**src/rtl/parking_gate_scheduler_pkg.sv**
```systemverilog
// rtl/parking_gate_scheduler_pkg.sv - shared types and constants for the parking gate scheduler
// Ports: none (package parking_pkg: FSM state enum, gate index constants, parameter defaults).
package parking_pkg;

  typedef enum logic [1:0] {
    ST_IDLE   = 2'd0,
    ST_DECIDE = 2'd1,
    ST_OPEN   = 2'd2,
    ST_HOLD   = 2'd3
  } state_e;

  // Gate numbering: two entry barriers followed by two exit barriers.
  localparam int ENTRY0 = 0;
  localparam int ENTRY1 = 1;
  localparam int EXIT0  = 2;
  localparam int EXIT1  = 3;

  localparam int DEF_OPEN_CYCLES     = 8;
  localparam int DEF_MAX_CAP_PARKING = 700;

endpackage

```
**src/rtl/parking_gate_scheduler_if.sv**
```systemverilog
// rtl/parking_gate_scheduler_if.sv - gate-side request/grant bundle for the parking gate scheduler
// Signals: gate_req/gate_is_uni (gates -> scheduler), gate_grant/gate_open/gate_reject
// (scheduler -> gates). master = gate side, slave = scheduler side.
interface parking_gate_scheduler_if;
  logic [3:0] gate_req;
  logic [3:0] gate_is_uni;
  logic [3:0] gate_grant;
  logic [3:0] gate_open;
  logic [3:0] gate_reject;

  modport master (
    output gate_req, gate_is_uni,
    input  gate_grant, gate_open, gate_reject
  );

  modport slave (
    input  gate_req, gate_is_uni,
    output gate_grant, gate_open, gate_reject
  );
endinterface

```
**src/rtl/parking_gate_scheduler_arb.sv**
```systemverilog
// rtl/parking_gate_scheduler_arb.sv - 4-way round-robin selector for gate requests
// Ports: request[3:0] in, pointer[1:0] in (first gate to consider),
//        grant[3:0] one-hot out, index[1:0] out, valid out (any request present).
module rr_arbiter4 (
  input  logic [3:0] request,
  input  logic [1:0] pointer,
  output logic [3:0] grant,
  output logic [1:0] index,
  output logic       valid
);

  logic [1:0] cand;

  // Scan from the farthest offset down to the pointer so the nearest
  // requester at or after the pointer is the last (winning) assignment.
  always_comb begin
    grant = 4'b0000;
    index = 2'd0;
    valid = 1'b0;
    cand  = 2'd0;
    for (int i = 3; i >= 0; i--) begin
      cand = pointer + 2'(i);
      if (request[cand]) begin
        grant = 4'b0001 << cand;
        index = cand;
        valid = 1'b1;
      end
    end
  end

endmodule

```
**src/rtl/parking_gate_scheduler.sv**
```systemverilog
// rtl/parking_gate_scheduler.sv - serialises four barrier gates through one admission FSM
// Ports: clk, start (async active-low reset), gate (request/grant bundle, slave side),
//        uni_car_parked/parked_care/uni_is_vacated_space/is_vacated_space (datapath status in),
//        car_entered/is_uni_car_entered/car_exited/is_uni_car_exited (registered strobes out).
module parking_gate_scheduler
  import parking_pkg::*;
#(
  parameter int OPEN_CYCLES     = DEF_OPEN_CYCLES,
  parameter int MAX_CAP_PARKING = DEF_MAX_CAP_PARKING
) (
  input  logic                      clk,
  input  logic                      start,
  parking_gate_scheduler_if.slave   gate,
  input  logic [15:0]               uni_car_parked,
  input  logic [15:0]               parked_care,
  input  logic                      uni_is_vacated_space,
  input  logic                      is_vacated_space,
  output logic                      car_entered,
  output logic                      is_uni_car_entered,
  output logic                      car_exited,
  output logic                      is_uni_car_exited
);

  state_e     state_q, state_d;
  logic [1:0] ptr_q, ptr_d;
  logic [1:0] idx_q, idx_d;
  logic       uni_q, uni_d;
  logic [3:0] grant_q, grant_d;
  logic [3:0] open_q, open_d;
  logic [3:0] reject_q, reject_d;
  logic [7:0] cnt_q, cnt_d;
  logic       ce_q, ce_d, uce_q, uce_d, cx_q, cx_d, ucx_q, ucx_d;

  logic [3:0]  arb_grant;
  logic [1:0]  arb_idx;
  logic        arb_valid;
  logic [16:0] total;
  logic        cap_ok;
  logic        is_exit;
  logic        admit;

  rr_arbiter4 u_arb (
    .request (gate.gate_req),
    .pointer (ptr_q),
    .grant   (arb_grant),
    .index   (arb_idx),
    .valid   (arb_valid)
  );

  // 17-bit sum so two full 16-bit counts can never wrap below the cap.
  assign total  = {1'b0, uni_car_parked} + {1'b0, parked_care};
  assign cap_ok = total < 17'(MAX_CAP_PARKING);

  always_comb begin
    is_exit = 1'b0;
    admit   = 1'b0;
    case (idx_q)
      2'(ENTRY0), 2'(ENTRY1): admit = cap_ok && (uni_q ? uni_is_vacated_space : is_vacated_space);
      2'(EXIT0), 2'(EXIT1): begin
        is_exit = 1'b1;
        admit   = uni_q ? (uni_car_parked != 16'd0) : (parked_care != 16'd0);
      end
      default: admit = 1'b0;
    endcase
  end

  always_comb begin
    state_d  = state_q;
    ptr_d    = ptr_q;
    idx_d    = idx_q;
    uni_d    = uni_q;
    grant_d  = grant_q;
    open_d   = open_q;
    cnt_d    = cnt_q;
    reject_d = 4'b0000;
    ce_d     = 1'b0;
    uce_d    = 1'b0;
    cx_d     = 1'b0;
    ucx_d    = 1'b0;
    case (state_q)
      ST_IDLE: begin
        if (arb_valid) begin
          idx_d   = arb_idx;
          uni_d   = gate.gate_is_uni[arb_idx];
          grant_d = arb_grant;
          ptr_d   = arb_idx + 2'd1;
          state_d = ST_DECIDE;
        end
      end
      ST_DECIDE: begin
        // Decision uses only latched gate data; gate_req is not looked at here.
        if (admit) begin
          open_d  = grant_q;
          cnt_d   = 8'(OPEN_CYCLES - 1);
          state_d = ST_OPEN;
          if (is_exit) begin
            cx_d  = 1'b1;
            ucx_d = uni_q;
          end else begin
            ce_d  = 1'b1;
            uce_d = uni_q;
          end
        end else begin
          reject_d = grant_q;
          state_d  = ST_HOLD;
        end
      end
      ST_OPEN: begin
        if (cnt_q == 8'd0) begin
          open_d  = 4'b0000;
          state_d = ST_HOLD;
        end else begin
          cnt_d = cnt_q - 8'd1;
        end
      end
      ST_HOLD: begin
        // Wait for the served car to release its request so it cannot be counted twice.
        if (!gate.gate_req[idx_q]) begin
          grant_d = 4'b0000;
          state_d = ST_IDLE;
        end
      end
      default: state_d = ST_IDLE;
    endcase
  end

  always_ff @(posedge clk or negedge start) begin
    if (!start) begin
      state_q  <= ST_IDLE;
      ptr_q    <= 2'd0;
      idx_q    <= 2'd0;
      uni_q    <= 1'b0;
      grant_q  <= 4'b0000;
      open_q   <= 4'b0000;
      reject_q <= 4'b0000;
      cnt_q    <= 8'd0;
      ce_q     <= 1'b0;
      uce_q    <= 1'b0;
      cx_q     <= 1'b0;
      ucx_q    <= 1'b0;
    end else begin
      state_q  <= state_d;
      ptr_q    <= ptr_d;
      idx_q    <= idx_d;
      uni_q    <= uni_d;
      grant_q  <= grant_d;
      open_q   <= open_d;
      reject_q <= reject_d;
      cnt_q    <= cnt_d;
      ce_q     <= ce_d;
      uce_q    <= uce_d;
      cx_q     <= cx_d;
      ucx_q    <= ucx_d;
    end
  end

  assign gate.gate_grant  = grant_q;
  assign gate.gate_open   = open_q;
  assign gate.gate_reject = reject_q;
  assign car_entered        = ce_q;
  assign is_uni_car_entered = uce_q;
  assign car_exited         = cx_q;
  assign is_uni_car_exited  = ucx_q;

endmodule

```
**src/flat_wrapper.sv**
```systemverilog
// flat-port wrapper written by rule: the top's interface ports become plain ports
module parking_gate_scheduler_flat import parking_pkg::*;
#(
  parameter int OPEN_CYCLES     = DEF_OPEN_CYCLES,
  parameter int MAX_CAP_PARKING = DEF_MAX_CAP_PARKING
)
  (clk, start, uni_car_parked, parked_care, uni_is_vacated_space, is_vacated_space, car_entered, is_uni_car_entered, car_exited, is_uni_car_exited, gate_gate_req, gate_gate_is_uni, gate_gate_grant, gate_gate_open, gate_gate_reject);
  parking_gate_scheduler_if gate_i ();
  input  logic clk;
  input  logic start;
  input  logic [15:0] uni_car_parked;
  input  logic [15:0] parked_care;
  input  logic uni_is_vacated_space;
  input  logic is_vacated_space;
  output logic car_entered;
  output logic is_uni_car_entered;
  output logic car_exited;
  output logic is_uni_car_exited;
  input wire logic [$bits(gate_i.gate_req)-1:0] gate_gate_req;
  input wire logic [$bits(gate_i.gate_is_uni)-1:0] gate_gate_is_uni;
  output wire logic [$bits(gate_i.gate_grant)-1:0] gate_gate_grant;
  output wire logic [$bits(gate_i.gate_open)-1:0] gate_gate_open;
  output wire logic [$bits(gate_i.gate_reject)-1:0] gate_gate_reject;
  assign gate_i.gate_req = gate_gate_req;
  assign gate_i.gate_is_uni = gate_gate_is_uni;
  assign gate_gate_grant = gate_i.gate_grant;
  assign gate_gate_open = gate_i.gate_open;
  assign gate_gate_reject = gate_i.gate_reject;
  parking_gate_scheduler #(.OPEN_CYCLES(OPEN_CYCLES), .MAX_CAP_PARKING(MAX_CAP_PARKING)) u_core (.clk(clk), .start(start), .gate(gate_i), .uni_car_parked(uni_car_parked), .parked_care(parked_care), .uni_is_vacated_space(uni_is_vacated_space), .is_vacated_space(is_vacated_space), .car_entered(car_entered), .is_uni_car_entered(is_uni_car_entered), .car_exited(car_exited), .is_uni_car_exited(is_uni_car_exited));
endmodule
```
**config.mk**
```make
export PLATFORM = sky130hd
export DESIGN_NAME = parking_gate_scheduler_flat
export DESIGN_NICKNAME = d
export VERILOG_FILES = /design/src/rtl/parking_gate_scheduler_pkg.sv /design/src/rtl/parking_gate_scheduler_if.sv /design/src/rtl/parking_gate_scheduler_arb.sv /design/src/rtl/parking_gate_scheduler.sv /design/src/flat_wrapper.sv
export SDC_FILE = /design/constraint.sdc
export NUM_CORES = 1
export LEC_CHECK = 0
export ABC_AREA = 1
export CORE_ASPECT_RATIO = 1.1
export CORE_MARGIN = 3
export CORE_UTILIZATION = 35
export CTS_BUF_LIST = sky130_fd_sc_hd__clkbuf_16
export DETAILED_ROUTE_END_ITERATION = 7
export SLEW_MARGIN = 20
export SYNTH_ARGS = -nofsm -noshare
export SYNTH_HDL_FRONTEND = slang
export SYNTH_HIERARCHICAL = 1
export SYNTH_SLANG_ARGS = --single-unit
```
**constraint.sdc**
```tcl
create_clock -name clk -period 2.8 [get_ports clk]
set_input_delay 0.42 -clock clk [delete_from_list [all_inputs] [get_ports clk]]
set_output_delay 0.42 -clock clk [all_outputs]
set_load 0.03 [all_outputs]
```
**Yosys cells after proc, flatten, opt, wreduce, memory -nomap -nowiden**

Index checks and enable logic that the tools add are counted.

- Word-level logic and storage cells: 111
- Output and inout bits: 16
- Flip-flop bits (word level): 31

- Reductions and logical operators: 15
- Shifts and indexed selects: 4
- Magnitude comparators: 7
- Multiplexer cells: 56
- Equality and inequality tests: 11
- $add $sub $neg: 6

Operators by type and width:

| operator | count |
|---|---|
| 4-bit two-way mux | 10 |
| 16-bit nonzero test | 2 |
| 1-bit two-way mux | 26 |
| 2-bit by 3-bit < comparator with 1-bit output (second input constant) | 6 |
| 16-bit by 16-bit adder with 17-bit output | 1 |
| 17-bit by 10-bit < comparator with 1-bit output (second input constant) | 1 |
| 8-bit two-way mux | 2 |
| 4-bit case mux with 2 select lines | 2 |
| 8-bit case mux with 2 select lines | 1 |
| 1-bit by 2-bit << shifter with 4-bit output (first input constant) | 4 |
| 2-bit two-way mux | 7 |
| 1-bit binary-select mux with 2-bit select | 6 |
| 3-bit AND reduction | 4 |
| 2-bit == test (second input constant) | 4 |
| 8-bit zero test | 1 |
| 2-bit case mux with 4 select lines | 1 |
| 8-bit by 1-bit subtractor with 8-bit output (second input constant) | 1 |
| 2-bit by 1-bit inequality test with 1-bit output (second input constant) | 3 |
| 2-bit by 1-bit adder with 2-bit output (second input constant) | 2 |
| 2-bit adder (second input constant) | 2 |
| 2-bit by 1-bit == test with 1-bit output (second input constant) | 2 |
| 2-bit zero test | 2 |
| 2-bit inequality test (second input constant) | 2 |
| 2-bit nonzero test | 2 |
| 4 further kinds | 5 |

**Logic depth before layout (Yosys ltp)**

Gate-level depths: netlist of the first run.

- Depth after elaboration: 9
- Depth in mapped cells: 20

**By module**

The synthesis of the first run kept the hierarchy.

By module, submodules not included:

| module | instances | sequential area each (um^2) | area each (um^2) | cells each |
|---|---|---|---|---|
| parking_gate_scheduler | 1 | 775.7 | 2,716.4 | 409 |
| rr_arbiter4 | 1 | 0.0 | 515.5 | 87 |

**Worst setup path before layout of the first run**

Ideal clock, no wire load.

- Path type: register -> register
- From: reg u_core.ptr_q[0]
- To: reg u_core.uni_q
- Buffers on the path: 0
- Data arrival time: 2,073 ps
- Setup slack: 644 ps
- Period minus slack after synthesis: 2,156 ps
- Cell stages (with the launch flop): 14
- Library setup time: 83 ps
- Path through: dfrtp_1 inv_2 ha_1 inv_1 nand3_2 nand2_4 inv_4 a21oi_4 nand2_1 o21ai_0 nor2_1 o32ai_1 nand2_1 o21ai_0

- Longest elaborated chain between the ends: 9

RTL lines:

| item | RTL line | text |
|---|---|---|
| from (decl) | parking_gate_scheduler.sv:25 | `logic [1:0] ptr_q, ptr_d;` |
| from (signal assigned) | parking_gate_scheduler.sv:143 | `ptr_q <= ptr_d;` |
| 2-bit adder | parking_gate_scheduler_arb.sv:22 | `cand = pointer + 2'(i);` |
| 1-bit binary-select mux with 2-bit select | parking_gate_scheduler_arb.sv:23 | `if (request[cand]) begin` |
| 1-bit two-way mux (not written as such) | parking_gate_scheduler_arb.sv:23 |  |
| 2-bit two-way mux (3 in series) | parking_gate_scheduler_arb.sv:23 |  |
| 2-bit two-way mux (*) | parking_gate_scheduler_arb.sv:23 |  |
| via u_core.arb_idx[0] | parking_gate_scheduler.sv:35 | `logic [1:0] arb_idx;` |
| 1-bit binary-select mux with 2-bit select (*) | parking_gate_scheduler.sv:84 | `uni_d = gate.gate_is_uni[arb_idx];` |
| 1-bit two-way mux (not written as such) (*) | parking_gate_scheduler.sv:84 |  |
| to (signal assigned) | parking_gate_scheduler.sv:145 | `uni_q <= uni_d;` |
| to (decl) | parking_gate_scheduler.sv:27 | `logic uni_q, uni_d;` |

Mark *: on every way through the listed nets, which the timed path passes. The rest lies on a longest branch. The select of a mux whose other input is x is not followed.
A chain may end at the register's enable or synchronous reset.

**Worst setup path in the final report of the first run**

- From: in uni_car_parked[6]
- To: reg u_core.open_q[0] (netlist: u_core/gate.gate_open[0])

- Longest elaborated chain between the ends: 6

RTL lines:

| item | RTL line | text |
|---|---|---|
| from (decl) | flat_wrapper.sv:11 | `input logic [15:0] uni_car_parked;` |
| 16-bit by 16-bit adder with 17-bit output | parking_gate_scheduler.sv:51 | `assign total = {1'b0, uni_car_parked} + {1'b0, parked_care};` |
| 17-bit by 10-bit < comparator with 1-bit output | parking_gate_scheduler.sv:52 | `assign cap_ok = total < 17'(MAX_CAP_PARKING);` |
| 1-bit logical AND | parking_gate_scheduler.sv:58 | `2'(ENTRY0), 2'(ENTRY1): admit = cap_ok && (uni_q ? uni_is_vacated_space : is_vacated_space);` |
| 1-bit case mux with 2 select lines (*) | parking_gate_scheduler.sv:57 | `case (idx_q)` |
| 2-bit by 1-bit inequality test with 1-bit output (no source line) (*) | -- |  |
| 3-bit AND reduction (no source line) (*) | -- |  |
| to (signal assigned) | parking_gate_scheduler.sv:147 | `open_q <= open_d;` |
| to (decl) | parking_gate_scheduler.sv:29 | `logic [3:0] open_q, open_d;` |

Mark *: on every way between the ends. The rest lies on a longest branch, timed or not.

==> results of run 1 <==
## cells in the mapped netlist, types with 3 or more instances
cell	number	area [sq um]
nand3_1	38	190
inv_1	79	297
nor3_1	3	15.0
o21ai_0	20	100
inv_2	3	11.3
nand2_4	5	56.3
nand2_1	137	514
nand2_2	18	113
o21ai_2	7	61.3
nor2_1	50	188
ha_1	30	375
nor2_2	3	18.8
nor2_4	3	33.8
nand4_1	9	56.3
nor4_1	8	50.1
nand3_2	6	60.1
a21oi_1	19	95.1
dfrtp_1	31	776
or2_0	4	25.0
## area by class of cell
type                    count  area, sq um
well taps                 114          143
multi-input cells         379         2120
clock inverters             1         3.75
repair buffers             71          681
inverters                  84          320
clock buffers               5          125
fillers                   924         4750
flip-flops and latches     31          776
## critical path, cell delays in order
cell and delay [ps]:
clkdlybuf4s50_1 450, ha_1 390, nand2_1 160, inv_1 70, a21oi_1 170, nand2_2 120
nand2_2 70, nand2_2 50, nand2_1 60, nand2_1 50, inv_1 60, nand2_2 60
nor2_4 90, nand3_4 90, nand2_4 100, buf_4 160, nand4_1 110, nand2_1 90
## cells by family after synthesis
group	after synthesis	share of synthesized area
simple gates	290	0.425
buf+inv	86	0.106
compound gates	56	0.104
flops	31	0.240
fa+ha+maj	30	0.116
xor+xnor	3	0.00813
## how the worst max path moves through the flow
stage                               end  slack (ps)  cells after the start
2_1_floorplan              u_core/uni_q         640                     13
3_3_place_gp   u_core/gate.gate_open[3]         -20                     16
3_5_place_dp   u_core/gate.gate_open[3]         -40                     16
4_1_cts        u_core/gate.gate_open[3]         240                     16
5_1_grt                 u_core/cnt_q[4]           9                     18
6_report       u_core/gate.gate_open[0]         230                     18
## per-layer routing
metal / vias to the layer above / global-route usage / part of all wire
met1: 1466 / 0.225 / 0.50
met2: 95 / 0.263 / 0.44
met4: 0 / 0.0237 / 0.0046
li1: 1734 / - / -
met5: - / 0 / 0
met3: 3 / 0.0247 / 0.053
## state kept, by name, summed over array words and instances, names as in the netlist
signal,flops
u_core/idx_q,2
u_core/ptr_q,2
u_core/gate.gate_grant,4
u_core/gate.gate_reject,4
u_core/car_entered,1
u_core/gate.gate_open,4
u_core/car_exited,1
u_core/is_uni_car_exited,1
u_core/uni_q,1
u_core/state_q,2
u_core/is_uni_car_entered,1
u_core/cnt_q,8
## power groups by stage
| stage | registers [mW] | clock network (mW) | logic [mW] |
|---|---|---|---|
| 2_1_floorplan | 0.869 | 0 | 1.62 |
| 3_3_place_gp | 0.756 | 0 | 2.29 |
| 3_5_place_dp | 0.755 | 0 | 2.32 |
| 4_1_cts | 0.752 | 0.494 | 2.33 |
| 5_1_grt | 0.778 | 0.517 | 2.64 |
| 6_report | 0.750 | 0.477 | 2.31 |
## stage by stage
stage	worst slack [ps]	instances
floorplan	644	496
global placement	-24.5	679
detailed placement	-39.4	679
CTS	238	685
global route	9.35	685
finish	235	685
==> flow_metrics.tcl, run 1 <==
set metrics [dict create \
    status "completed" \
    area_growth_syn_to_layout_pct 28.9 \
    syn_nets 570 \
    hold-path-cell-count 1 \
    grt_pass1_wl_um 14100 \
    tritoncts.num_buffers 5 \
    route.detailed.vias_per_inst 4.81 \
    drive_above_1_share 0.121 \
    total_power_mw 3.54 \
    synth_enable_flop_cells 0 \
    hold_sp "u_core/cnt_q[0]" \
    cts.htree.levels 2 \
    drv.max_cap_violation_count 0 \
    final_design_area_no_fill_sq_mm 0.00417 \
    combinational_power_share 0.653 \
    rrSetupSlack_ps 470 \
    power.share.sequential 0.212 \
    p_sw_frac 0.496 \
    io-pin-count 60 \
    max_freq_mhz 390 \
    port_buffers 59 \
    detail_route.wl_per_cell_um 11.8 \
    whs_endpoint "u_core/cnt_q[0]" \
    setup_violations 0 \
    floorplan.initialDensity 0.362 \
    cp_data_arrival_time_ps 2770 \
    synthesis.area_per_instance_sq_um 6.52 \
    p_int_mw 1.78 \
    globalRouteOverflowTotal 0 \
    detailed_place_hpwl_um 6830 \
    worst_clock_skew_ps 3.82 \
    pwr_density_cell_mw_per_mm2 850 \
    final_antenna_net_count 0 \
    commonest_non_fill_non_tap_cell_in_the_layout "nand2_1" \
    hold_path_class "flip-flop to flip-flop" \
    floorplan.die_area_sq_mm 0.0104 \
    max_transition_margin 0.679 \
    site_row_count 36 \
    fin_tns_setup_ps 0 \
    post_cts_setup_repair_bufs 0 \
    ys_ff_latch 31 \
    num_vias 3298 \
    final.hold.worst_slack_ps 476 \
    synth_cell_type_count 36 \
    grt_usage 0.159 \
    n_antenna_cell 0 \
    ir_worst_vdd_uv 614 \
    worstReg2RegStart "u_core/ptr_q[1]" \
    die_x_um 97.6 \
    leak_pwr_nw 2.15 \
    final_hold_viol_count 0 \
    antenna_found_initial 0 \
    clock_sinks 31 \
    timing.setup.critical_path_class "primary input to flip-flop" \
    critPathMaxFanout 8 \
    tritoncts "done" \
    cts-root-to-sink-buffers 2 \
    rr_worst_depth 13 \
    final_core_utilization 0.467 \
    worst_setup_path_end_kind "flip-flop" \
    drt-total-wl_um 8120 \
    ys.flop_type "dfrtp_1" \
    post-route-drc-count 0 \
    final.min_clock_period_ps 2570 \
    cts.root.buffer_cell "clkbuf_16" \
    maxSlewViolCount 0 \
    core_area_sq_mm 0.00892 \
    place_congestion 0.900 \
    post_synth_inst_count 496 \
    clk_pin_slew_worst_paths_ps 40 \
    ctsHoldBuffers 0 \
    vias_in_the_first_global_route 3088 \
    cp-start-kind "primary input" \
    relative_contribution_of_the_clock_network_to_total_power 0.135 \
    postPlaceCellArea_sq_mm 0.00403 \
    synth-seq-area-share 0.240 \
    first_pass_iters 5 \
    synthArstFlopShare 1.00 \
    total_switching_power_mw 1.76 \
    rsz_0062_raised_after_global_routing "false" \
    period_share 0.916 \
    maximum_number_of_pins_on_one_net_before_global_route_repair 32 \
    die_y_um 107 \
    detailedRoute.firstIterationViolations 122 \
    tightest_slew_ps 477 \
    post_cts_resized 0 \
    worst_skew_pair_latency_ps 270 \
    cp-startpoint "uni_car_parked[6]" \
    yosys_warns 6 \
    final_net_count 646 \
    reg2reg_to "u_core/uni_q" \
    required_time_of_the_critical_path_ps 3010 \
    mappedNetlistArea_sq_mm 0.00323 \
    mostFrequentLayoutCells "nand2_1, inv_1, clkdlybuf4s50_1, nor2_1, nand3_1" \
]
(Power assumes the default switching activity.)
==> run 2: changes to the inputs <==
- CTS_BUF_LIST: sky130_fd_sc_hd__clkbuf_16 -> sky130_fd_sc_hd__clkbuf_4
- CTS_CLUSTER_DIAMETER: not set -> 200
- HOLD_SLACK_MARGIN: not set -> 0.1
==> run 2 against run 1 <==
Non-clock buffer count is the same. Via count down 0.18%. Setup slack better by 60 ps. Cell count did not move. Count of clock-buffer cells in the layout grew 1. Sequential power fell by 0.9%. Routed wire length is 0.99% lower. Utilization down 0.98 points. Critical path depth did not move. Die area stayed put. Highest routed layer unchanged.
==> flow_metrics.tcl, run 2 (synthesized netlist as in run 1, its figures left out) <==
set metrics [dict create \
    status "completed" \
    timing.setup.critical_path_class "primary input to flip-flop" \
    setup_violations 0 \
    die_x_um 97.6 \
    final.min_clock_period_ps 2510 \
    required_time_of_the_critical_path_ps 3010 \
    critPathMaxFanout 14 \
    post_cts_resized 0 \
    max_transition_margin 0.642 \
    area_growth_syn_to_layout_pct 26.2 \
    io-pin-count 60 \
    ctsHoldBuffers 0 \
    pwr_density_cell_mw_per_mm2 806 \
    worst_setup_path_end_kind "flip-flop" \
    post_cts_setup_repair_bufs 0 \
    port_buffers 59 \
    commonest_non_fill_non_tap_cell_in_the_layout "nand2_1" \
    detailed_place_hpwl_um 6830 \
    die_y_um 107 \
    cts.root.buffer_cell "clkbuf_4" \
    worst_clock_skew_ps 5.06 \
    power.share.sequential 0.226 \
    clock_sinks 31 \
    final_hold_viol_count 0 \
    combinational_power_share 0.703 \
    reg2reg_to "u_core/uni_q" \
    maximum_number_of_pins_on_one_net_before_global_route_repair 32 \
    tritoncts "done" \
    cells_traversed_along_the_worst_timing_path "clkdlybuf4s50_1, ha_1, nand2_1, inv_1, a21oi_1, nand2_2, nand2_2, nand2_2, nand2_1, nand2_1, inv_1, nand2_2, nor2_4, nand3_4, nand2_4, nand2_4, nand2_1, o21ai_2" \
    fin_tns_setup_ps 0 \
    cp-start-kind "primary input" \
    post_place_setup_slack_ps -39.4 \
    p_int_mw 1.57 \
    place_congestion 0.900 \
    num_vias 3292 \
    period_share 0.895 \
    route.detailed.vias_per_inst 4.81 \
    drive_above_1_share 0.121 \
    max_freq_mhz 399 \
    vias_in_the_first_global_route 3101 \
    relative_contribution_of_the_clock_network_to_total_power 0.071 \
    final_net_count 646 \
    leak_pwr_nw 2.11 \
    worstReg2RegStart "u_core/ptr_q[1]" \
    cell_at_the_slowest_stage_of_the_critical_path "clkdlybuf4s50_1" \
    timing.critical_path.slowest_cell_delay_ps 450 \
    cp_data_arrival_time_ps 2720 \
    regMostFlops "u_core/cnt_q" \
    drt-total-wl_um 8040 \
    antenna_found_initial 0 \
    tightest_slew_ps 532 \
    rrSetupSlack_ps 460 \
    final_antenna_net_count 0 \
    detailedRoute.firstIterationViolations 127 \
    detail_route.wl_per_cell_um 11.7 \
    maxSlewViolCount 0 \
    cts.htree.levels 2 \
    post-route-drc-count 0 \
    mostFrequentLayoutCells "nand2_1, inv_1, clkdlybuf4s50_1, nor2_1, nand3_1" \
    floorplan.die_area_sq_mm 0.0104 \
    floorplan.initialDensity 0.362 \
    final_critical_path_setup_slack_ps 295 \
    globalRouteOverflowTotal 0 \
    cts-root-to-sink-buffers 2 \
    worst_skew_pair_latency_ps 320 \
    fillCellCount 935 \
    first_pass_iters 4 \
    p_sw_frac 0.524 \
    tritoncts.num_buffers 5 \
    largest_register_ff_count 8 \
    n_antenna_cell 0 \
    grt_pass1_wl_um 14100 \
    clk_pin_slew_worst_paths_ps 80 \
    final_core_utilization 0.457 \
    total_switching_power_mw 1.72 \
    drv.max_cap_violation_count 0 \
    rr_worst_depth 12 \
    grt_usage 0.160 \
    rsz_0062_raised_after_global_routing "false" \
    ir_worst_vdd_uv 616 \
    site_row_count 36 \
    hold_path_class "primary input to async pin" \
    core_area_sq_mm 0.00892 \
]
[run 2: worst max-delay path: cells and delay by family]
family	cells	cell delay [ps]
AO/OA/AOI/OAI	2	220
adder cells (fa/ha/maj)	1	390
buffers and inverters	3	580
AND/OR/NAND/NOR	12	1090
[run 2: worst max-delay path by stage]
stage	start	end	depth (start not counted)
detailed placement	uni_car_parked[8]	u_core/gate.gate_open[3]	16
global route	parked_care[8]	u_core/cnt_q[4]	16
global placement	uni_car_parked[8]	u_core/gate.gate_open[3]	16
CTS	uni_car_parked[8]	u_core/gate.gate_open[3]	16
floorplan	u_core/ptr_q[0]	u_core/uni_q	13
finish	uni_car_parked[6]	u_core/cnt_q[3]	18
[run 2: stage by stage]
| step | std cells | area, sq um | hold slack [ps] | total power, mW |
|---|---|---|---|---|
| finish | 685 | 4080 | 480 | 3.29 |
| global route | 685 | 4080 | 492 | 3.68 |
| CTS | 685 | 4080 | 486 | 3.32 |
| detailed placement | 679 | 4030 | 473 | 3.07 |
| global placement | 679 | 4030 | 468 | 3.05 |
| floorplan | 496 | 3230 | 124 | 2.49 |
[run 2: power groups by stage]
stage	combinational, mW	sequential (mW)	clock (mW)
finish	2.31	0.743	0.233
global route	2.63	0.774	0.268
floorplan	1.62	0.869	0
global placement	2.29	0.756	0
detailed placement	2.32	0.755	0
CTS	2.33	0.748	0.247
[run 2: layer usage]
layer / up-vias / share of wire / global-route usage
met4: 0 / 0.010 / 0.0386
li1: 1731 / - / -
met5: - / 0 / 0
met1: 1464 / 0.50 / 0.222
met3: 7 / 0.048 / 0.0208
met2: 90 / 0.44 / 0.264
[run 2: final cells by class]
type,count,area (sq um),share of cell area
Sequential cell,31,776,0.190
Clock buffer,6,45.0,0.0110
Multi-Input combinational cell,379,2110,0.518
Inverter,84,320,0.0786
Timing Repair Buffer,71,681,0.167
Tap cell,114,143,0.0350
